--- src/rtl/axi_sram_slave.sv ---
// axi_sram_slave
//   AXI slave responder in front of one synchronous single-port SRAM macro.
//   Accepts INCR read and write bursts and turns every beat into one SRAM
//   access. A read costs two cycles per beat: a fetch cycle with CEB low, then
//   a data cycle that presents the word on R. A write beat is written in the
//   same cycle that WVALID is seen.
//
//   Optional feature macro: AXI_SRAM_RESP_CHECK_EN
//     When this macro is defined, a burst whose SIZE is not 4 bytes or whose
//     BURST is not INCR is flagged at the address handshake. A flagged burst
//     never touches the SRAM, and it returns SLVERR. A flagged read also
//     returns zero data.
//
// Ports
//   ACLK, rst          clock, synchronous active-high reset
//   AR*/R*             AXI read address and read data channels
//   AW*/W*/B*          AXI write address, write data and write response channels
//   CEB                SRAM chip enable, active low
//   WEB                SRAM byte write enables, active low (4'b1111 = read)
//   A, DI              SRAM word address and write data
//   DO                 SRAM read data, valid the cycle after a CEB-low read
module axi_sram_slave #(
    parameter int ID_W   = 8,
    parameter int ADDR_W = 14,
    parameter int DATA_W = 32
) (
    input  logic              ACLK,
    input  logic              rst,
    input  logic [ID_W-1:0]   ARID,
    input  logic [31:0]       ARADDR,
    input  logic [3:0]        ARLEN,
    input  logic [2:0]        ARSIZE,
    input  logic [1:0]        ARBURST,
    input  logic              ARVALID,
    output logic              ARREADY,
    output logic [ID_W-1:0]   RID,
    output logic [DATA_W-1:0] RDATA,
    output logic [1:0]        RRESP,
    output logic              RLAST,
    output logic              RVALID,
    input  logic              RREADY,
    input  logic [ID_W-1:0]   AWID,
    input  logic [31:0]       AWADDR,
    input  logic [3:0]        AWLEN,
    input  logic [2:0]        AWSIZE,
    input  logic [1:0]        AWBURST,
    input  logic              AWVALID,
    output logic              AWREADY,
    input  logic [DATA_W-1:0] WDATA,
    input  logic [3:0]        WSTRB,
    input  logic              WLAST,
    input  logic              WVALID,
    output logic              WREADY,
    output logic [ID_W-1:0]   BID,
    output logic [1:0]        BRESP,
    output logic              BVALID,
    input  logic              BREADY,
    output logic              CEB,
    output logic [3:0]        WEB,
    output logic [ADDR_W-1:0] A,
    output logic [DATA_W-1:0] DI,
    input  logic [DATA_W-1:0] DO
);

    localparam logic [1:0] RESP_OKAY   = 2'b00;
    localparam logic [1:0] RESP_SLVERR = 2'b10;

    typedef enum logic [2:0] {S_IDLE, S_RFETCH, S_RDATA, S_WRITE, S_WRESP} state_t;

    state_t              state_q;
    logic                last_wr_q;    // 1: the most recent burst served was a write
    logic [ID_W-1:0]     id_q;
    logic [ADDR_W-1:0]   addr_q;
    logic [ADDR_W-1:0]   addr_d;
    logic [3:0]          len_q;
    logic [3:0]          cnt_q;
    logic                err_q;
    logic                rhold_q;      // 1 once the beat's DO word has been captured
    logic [DATA_W-1:0]   rdata_q;
    logic                rvalid_q, rlast_q, wready_q, bvalid_q;
    logic [ID_W-1:0]     rid_q, bid_q;
    logic [1:0]          rresp_q, bresp_q;
    logic                ar_hs, aw_hs, ar_bad, aw_bad;
    logic [DATA_W-1:0]   rd_word;
    logic                unused_bits;

    // Address bits outside the SRAM word range are not decoded.
    assign unused_bits = ^{ARADDR[31:ADDR_W+2], ARADDR[1:0], AWADDR[31:ADDR_W+2],
                           AWADDR[1:0], ARSIZE, ARBURST, AWSIZE, AWBURST};

`ifdef AXI_SRAM_RESP_CHECK_EN
    assign ar_bad = (ARSIZE != 3'b010) || (ARBURST != 2'b01);
    assign aw_bad = (AWSIZE != 3'b010) || (AWBURST != 2'b01);
`else
    assign ar_bad = 1'b0;
    assign aw_bad = 1'b0;
`endif

    // The READY lines are combinational so that, on a tie, the losing channel
    // sees READY low in the same cycle and its handshake cannot complete.
    assign ARREADY = (state_q == S_IDLE) && !rst && (!AWVALID || last_wr_q);
    assign AWREADY = (state_q == S_IDLE) && !rst && (!ARVALID || !last_wr_q);
    assign ar_hs   = ARVALID && ARREADY;
    assign aw_hs   = AWVALID && AWREADY;
    assign addr_d  = addr_q + 1'b1;  // wraps modulo 2^ADDR_W

    // DO is valid only in the first data cycle, so drive it straight through
    // in that cycle and replay the captured copy while RREADY stalls.
    assign rd_word = err_q ? '0 : DO;
    assign RDATA   = (state_q == S_RDATA && !rhold_q) ? rd_word : rdata_q;
    assign RVALID  = rvalid_q;
    assign RLAST   = rlast_q;
    assign RID     = rid_q;
    assign RRESP   = rresp_q;
    assign WREADY  = wready_q;
    assign BVALID  = bvalid_q;
    assign BID     = bid_q;
    assign BRESP   = bresp_q;

    // The SRAM pins follow the state. A write beat must reach the macro in the
    // same cycle as WVALID.
    always_comb begin
        CEB = 1'b1;
        WEB = 4'b1111;
        A   = '0;
        DI  = '0;
        if (!rst) begin
            case (state_q)
                S_RFETCH: if (!err_q) begin
                    CEB = 1'b0;
                    A   = addr_q;
                end
                S_WRITE: if (WVALID && !err_q) begin
                    CEB = 1'b0;
                    WEB = ~WSTRB;
                    A   = addr_q;
                    DI  = WDATA;
                end
                default: ;
            endcase
        end
    end

    always_ff @(posedge ACLK) begin
        if (rst) begin
            state_q   <= S_IDLE;
            last_wr_q <= 1'b1;
            id_q      <= '0;
            addr_q    <= '0;
            len_q     <= '0;
            cnt_q     <= '0;
            err_q     <= 1'b0;
            rhold_q   <= 1'b0;
            rdata_q   <= '0;
            rvalid_q  <= 1'b0;
            rlast_q   <= 1'b0;
            rid_q     <= '0;
            rresp_q   <= RESP_OKAY;
            wready_q  <= 1'b0;
            bvalid_q  <= 1'b0;
            bid_q     <= '0;
            bresp_q   <= RESP_OKAY;
        end else begin
            case (state_q)
                S_IDLE: begin
                    if (ar_hs) begin
                        id_q      <= ARID;
                        addr_q    <= ARADDR[ADDR_W+1:2];
                        len_q     <= ARLEN;
                        cnt_q     <= '0;
                        err_q     <= ar_bad;
                        last_wr_q <= 1'b0;
                        state_q   <= S_RFETCH;
                    end else if (aw_hs) begin
                        id_q      <= AWID;
                        addr_q    <= AWADDR[ADDR_W+1:2];
                        len_q     <= AWLEN;
                        cnt_q     <= '0;
                        err_q     <= aw_bad;
                        last_wr_q <= 1'b1;
                        wready_q  <= 1'b1;
                        state_q   <= S_WRITE;
                    end
                end
                S_RFETCH: begin
                    rvalid_q <= 1'b1;
                    rlast_q  <= (cnt_q == len_q);
                    rid_q    <= id_q;
                    rresp_q  <= err_q ? RESP_SLVERR : RESP_OKAY;
                    rhold_q  <= 1'b0;
                    state_q  <= S_RDATA;
                end
                S_RDATA: begin
                    rhold_q <= 1'b1;
                    if (!rhold_q) rdata_q <= rd_word;
                    if (RREADY) begin
                        rvalid_q <= 1'b0;
                        rlast_q  <= 1'b0;
                        if (rlast_q) begin
                            state_q <= S_IDLE;
                        end else begin
                            addr_q  <= addr_d;
                            cnt_q   <= cnt_q + 4'd1;
                            state_q <= S_RFETCH;
                        end
                    end
                end
                S_WRITE: begin
                    if (WVALID) begin
                        addr_q <= addr_d;
                        if (cnt_q != 4'hF) cnt_q <= cnt_q + 4'd1;
                        // Only WLAST ends the burst; extra beats keep writing.
                        if (WLAST) begin
                            wready_q <= 1'b0;
                            bvalid_q <= 1'b1;
                            bid_q    <= id_q;
                            bresp_q  <= err_q ? RESP_SLVERR : RESP_OKAY;
                            state_q  <= S_WRESP;
                        end
                    end
                end
                S_WRESP: begin
                    if (BREADY) begin
                        bvalid_q <= 1'b0;
                        state_q  <= S_IDLE;
                    end
                end
                default: state_q <= S_IDLE;
            endcase
        end
    end

endmodule

--- config.mk ---
export PLATFORM = sky130hd
export DESIGN_NAME = axi_sram_slave
export DESIGN_NICKNAME = d
export VERILOG_FILES = /design/src/rtl/axi_sram_slave.sv
export SDC_FILE = /design/constraint.sdc
export NUM_CORES = 1
export LEC_CHECK = 0
export ABC_AREA = 1
export CAP_MARGIN = 30
export CORE_AREA = 2 2 116 118
export DETAILED_ROUTE_END_ITERATION = 8
export DIE_AREA = 0 0 118 120
export HOLD_SLACK_MARGIN = 0.06
export PLACE_DENSITY_LB_ADDON = 0.25
export SETUP_SLACK_MARGIN = 0.02
export SLEW_MARGIN = 20
export SYNTH_ARGS = -nofsm -noshare
export SYNTH_HDL_FRONTEND = slang
export SYNTH_SLANG_ARGS = --single-unit
export TNS_END_PERCENT = 1
--- constraint.sdc ---
create_clock -name ACLK -period 2.2 [get_ports ACLK]
set_clock_uncertainty 0.05 [all_clocks]
set_input_delay 0.33 -clock ACLK [delete_from_list [all_inputs] [get_ports ACLK]]
set_output_delay 0.33 -clock ACLK [all_outputs]
set_load 0.01 [all_outputs]
==> impl_results.md <==
- Post-route ant nets: 0
- Critical Path Fanout Max: 17
- Synthesized area per cell: 5.90 µm²
- Core area: 13000 µm²
- Cell Rows: 42
- CTS Buffer Depth: 2
- Filler instances: 1308
- Arr. time, crit path: 1780 ps
- Worst skew pair latency: 340 ps
- Hold Path Class: flip-flop to flip-flop
- Post-Syn Instances: 832
- F_max: 463 MHz
- I/O pin total: 283
- Max cap viols: 0
- Initial Util: 0.378
- CTS H-tree lvls: 3
- Commonest cells after routing, fill and taps aside: 220 x nand2_1, 191 x nor2_1, 147 x clkdlybuf4s50_1
- VDD IR max: 0.758 mV
- CTS buffer count: 9
- Area leader, netlist: dfxtp_1
- Clk root buf: clkbuf_16
- Slew Viols, Final: 0
- Vias in the first global route: 5109
- Die Y: 120 µm
- Clock slew at reported path FFs: 70 ps
- GP Congestion: 0.830
- IO Port Bufs: 232
- Power Density: 1160 nW/µm²
- Gr ovfl total: 0
- Starting DRC count in detailed routing: 286
- DRT Wirelength: 15400 µm
- CTS tree: done
- Seq/Total Area, Yosys: 0.355
- Unrepaired setup endpoints after global routing: yes
- Cell leakage power: 3.98 nW
- Synth top area cells: dfxtp_1 35%, nand2_1 17%, nor2_1 15%
- WP data required: 1820 ps
- Minimum clock period: 2160 ps
- Endpoints failing setup: 0
- DR pass1 iterations: 5
- Area fraction of the dominant cell type after synthesis: 0.355
- Nets: 1237
- Fin. Hold Viols: 0
- Crit end category: output pin
- Hold slack: 414 ps
- Die ar.: 14200 µm²
- Area growth from synthesis to layout: 57.6%
- Yosys Warn Count: 0
- Clock sink total: 87
- Diodes inserted: 0
- Synthesized area: 4910 µm²
- Crit path launch type: flip-flop
- Largest net degree at the start of global routing: 68
- Fin crit share: 0.982
- Leading cell type in the layout, fill and taps excluded: nand2_1
- Layout Utilization: 0.596
- Initial antenna violation count: 0
- Setup CP Type: flip-flop to output pin
- DRC: 0
- Post-DP HPWL: 11200 µm
- Status: finished, final reports clean
- DR WL/cell: 12.4 µm
- Total number of vias: 5568
- Distinct cells, synth: 30
- Vias per cell: 4.48
- Tot Pwr: 8.95 mW
- Chip Width: 118 µm
- First-pass GRT wire length: 24900 µm
- Synthesized flop and latch total: 87
- Layout cell share with drive strength beyond 1: 0.139
- Overall routing resource usage: 0.217
[path summary, 6_finish.rpt]
check	slack [ps]	depth (start not counted)	start	to
worst min-delay path	410	2	RVALID$_SDFFE_PP0P_	RVALID$_SDFFE_PP0P_
worst max register to register	420	10	state_q[2]$_SDFFE_PP0P_	BID[5]$_SDFFE_PP0P_
worst min register to register	410	2	RVALID$_SDFFE_PP0P_	RVALID$_SDFFE_PP0P_
worst max-delay path	40	10	state_q[2]$_SDFFE_PP0P_	DI[0]
[flip-flops by register name (all words and copies together), names as in the netlist]
signal / count
WREADY: 1
RID: 8
id_q: 8
RVALID: 1
RLAST: 1
last_wr_q: 1
rdata_q: 32
cnt_q: 4
addr_q: 14
BID: 8
rhold_q: 1
BVALID: 1
len_q: 4
state_q: 3
[cell families after synthesis]
group,after synthesis,synth area share
other,1,0.000764
XOR/XNOR,7,0.0125
adder cells (fa/ha/maj),2,0.00510
flip-flops,87,0.355
AND/OR/NAND/NOR,483,0.400
AO/OA/AOI/OAI,80,0.0836
buffers and inverters,172,0.143
[what timing repair did]
action | 4_1_cts | 5_1_grt
pin swaps | 1 | 1
setup buffers | 3 | 1
endpoints found under the setup margin | 83 | 75
gates resized for setup | 245 | 59
hold endpoints to repair | 0 | 0
cloned | 2 | 0
hold buffers | 0 | 0
[per-layer routing]
layer | part of all wire | track usage | up-vias
li1 | - | - | 2956
met1 | 0.43 | 0.260 | 2458
met2 | 0.49 | 0.371 | 128
met3 | 0.054 | 0.0646 | 26
met4 | 0.021 | 0.0723 | 0
met5 | 0 | 0 | -
[area by class of cell]
type	instances	area, µm²	share of cell area
flip-flops and latches	87	1750	0.226
clock buffers	10	239	0.0309
clock inverters	6	68.8	0.00890
multi-input cells	576	2630	0.339
well taps	176	220	0.0285
repair buffers	260	2360	0.305
inverters	127	478	0.0618
[cells in the mapped netlist]
library cell,instances
clkbuf_1,18
inv_1,122
xnor2_1,2
nand2_2,4
nor3_1,3
o21ai_1,1
nand3_1,42
a21oi_1,8
clkinv_2,1
xor2_1,5
nand2_1,221
nand4_1,10
conb_1,1
buf_2,16
nand3b_1,5
a211oi_1,1
nor2_1,192
o21ai_2,1
a31oi_1,1
o21a_1,1
buf_1,4
ha_1,2
o21ai_0,67
nor2_4,3
inv_2,4
dfxtp_1,87
buf_4,5
buf_6,2
nor2_2,2
nand3_4,1
[worst max-delay path, cell delays in order (launching register included)]
cell             delay, ps
dfxtp_2                340
inv_2                   80
nand2_4                 70
nor2_4                  90
inv_2                   50
nor2_4                 120
buf_4                  140
buf_12                 130
nand2_1                 90
nor2_1                  90
clkdlybuf4s15_2        220
[stage by stage]
step	setup WS (ps)	area (µm²)	instances	setup TNS, ps
after floorplan	478	4920	835	0
after global placement	-181	7450	1220	-6450
after detailed placement	-181	7450	1220	-7110
after CTS	-44.2	7700	1241	-265
after global routing	-72.1	7730	1242	-307
final	40.2	7730	1242	0
[where the power goes]
group	internal, mW	leakage [nW]	switching [mW]
combinational	2.09	3.11	2.86
clock	0.917	0.149	0.661
sequential	2.12	0.716	0.299
No activity file was read; power rests on OpenSTA's default activity.
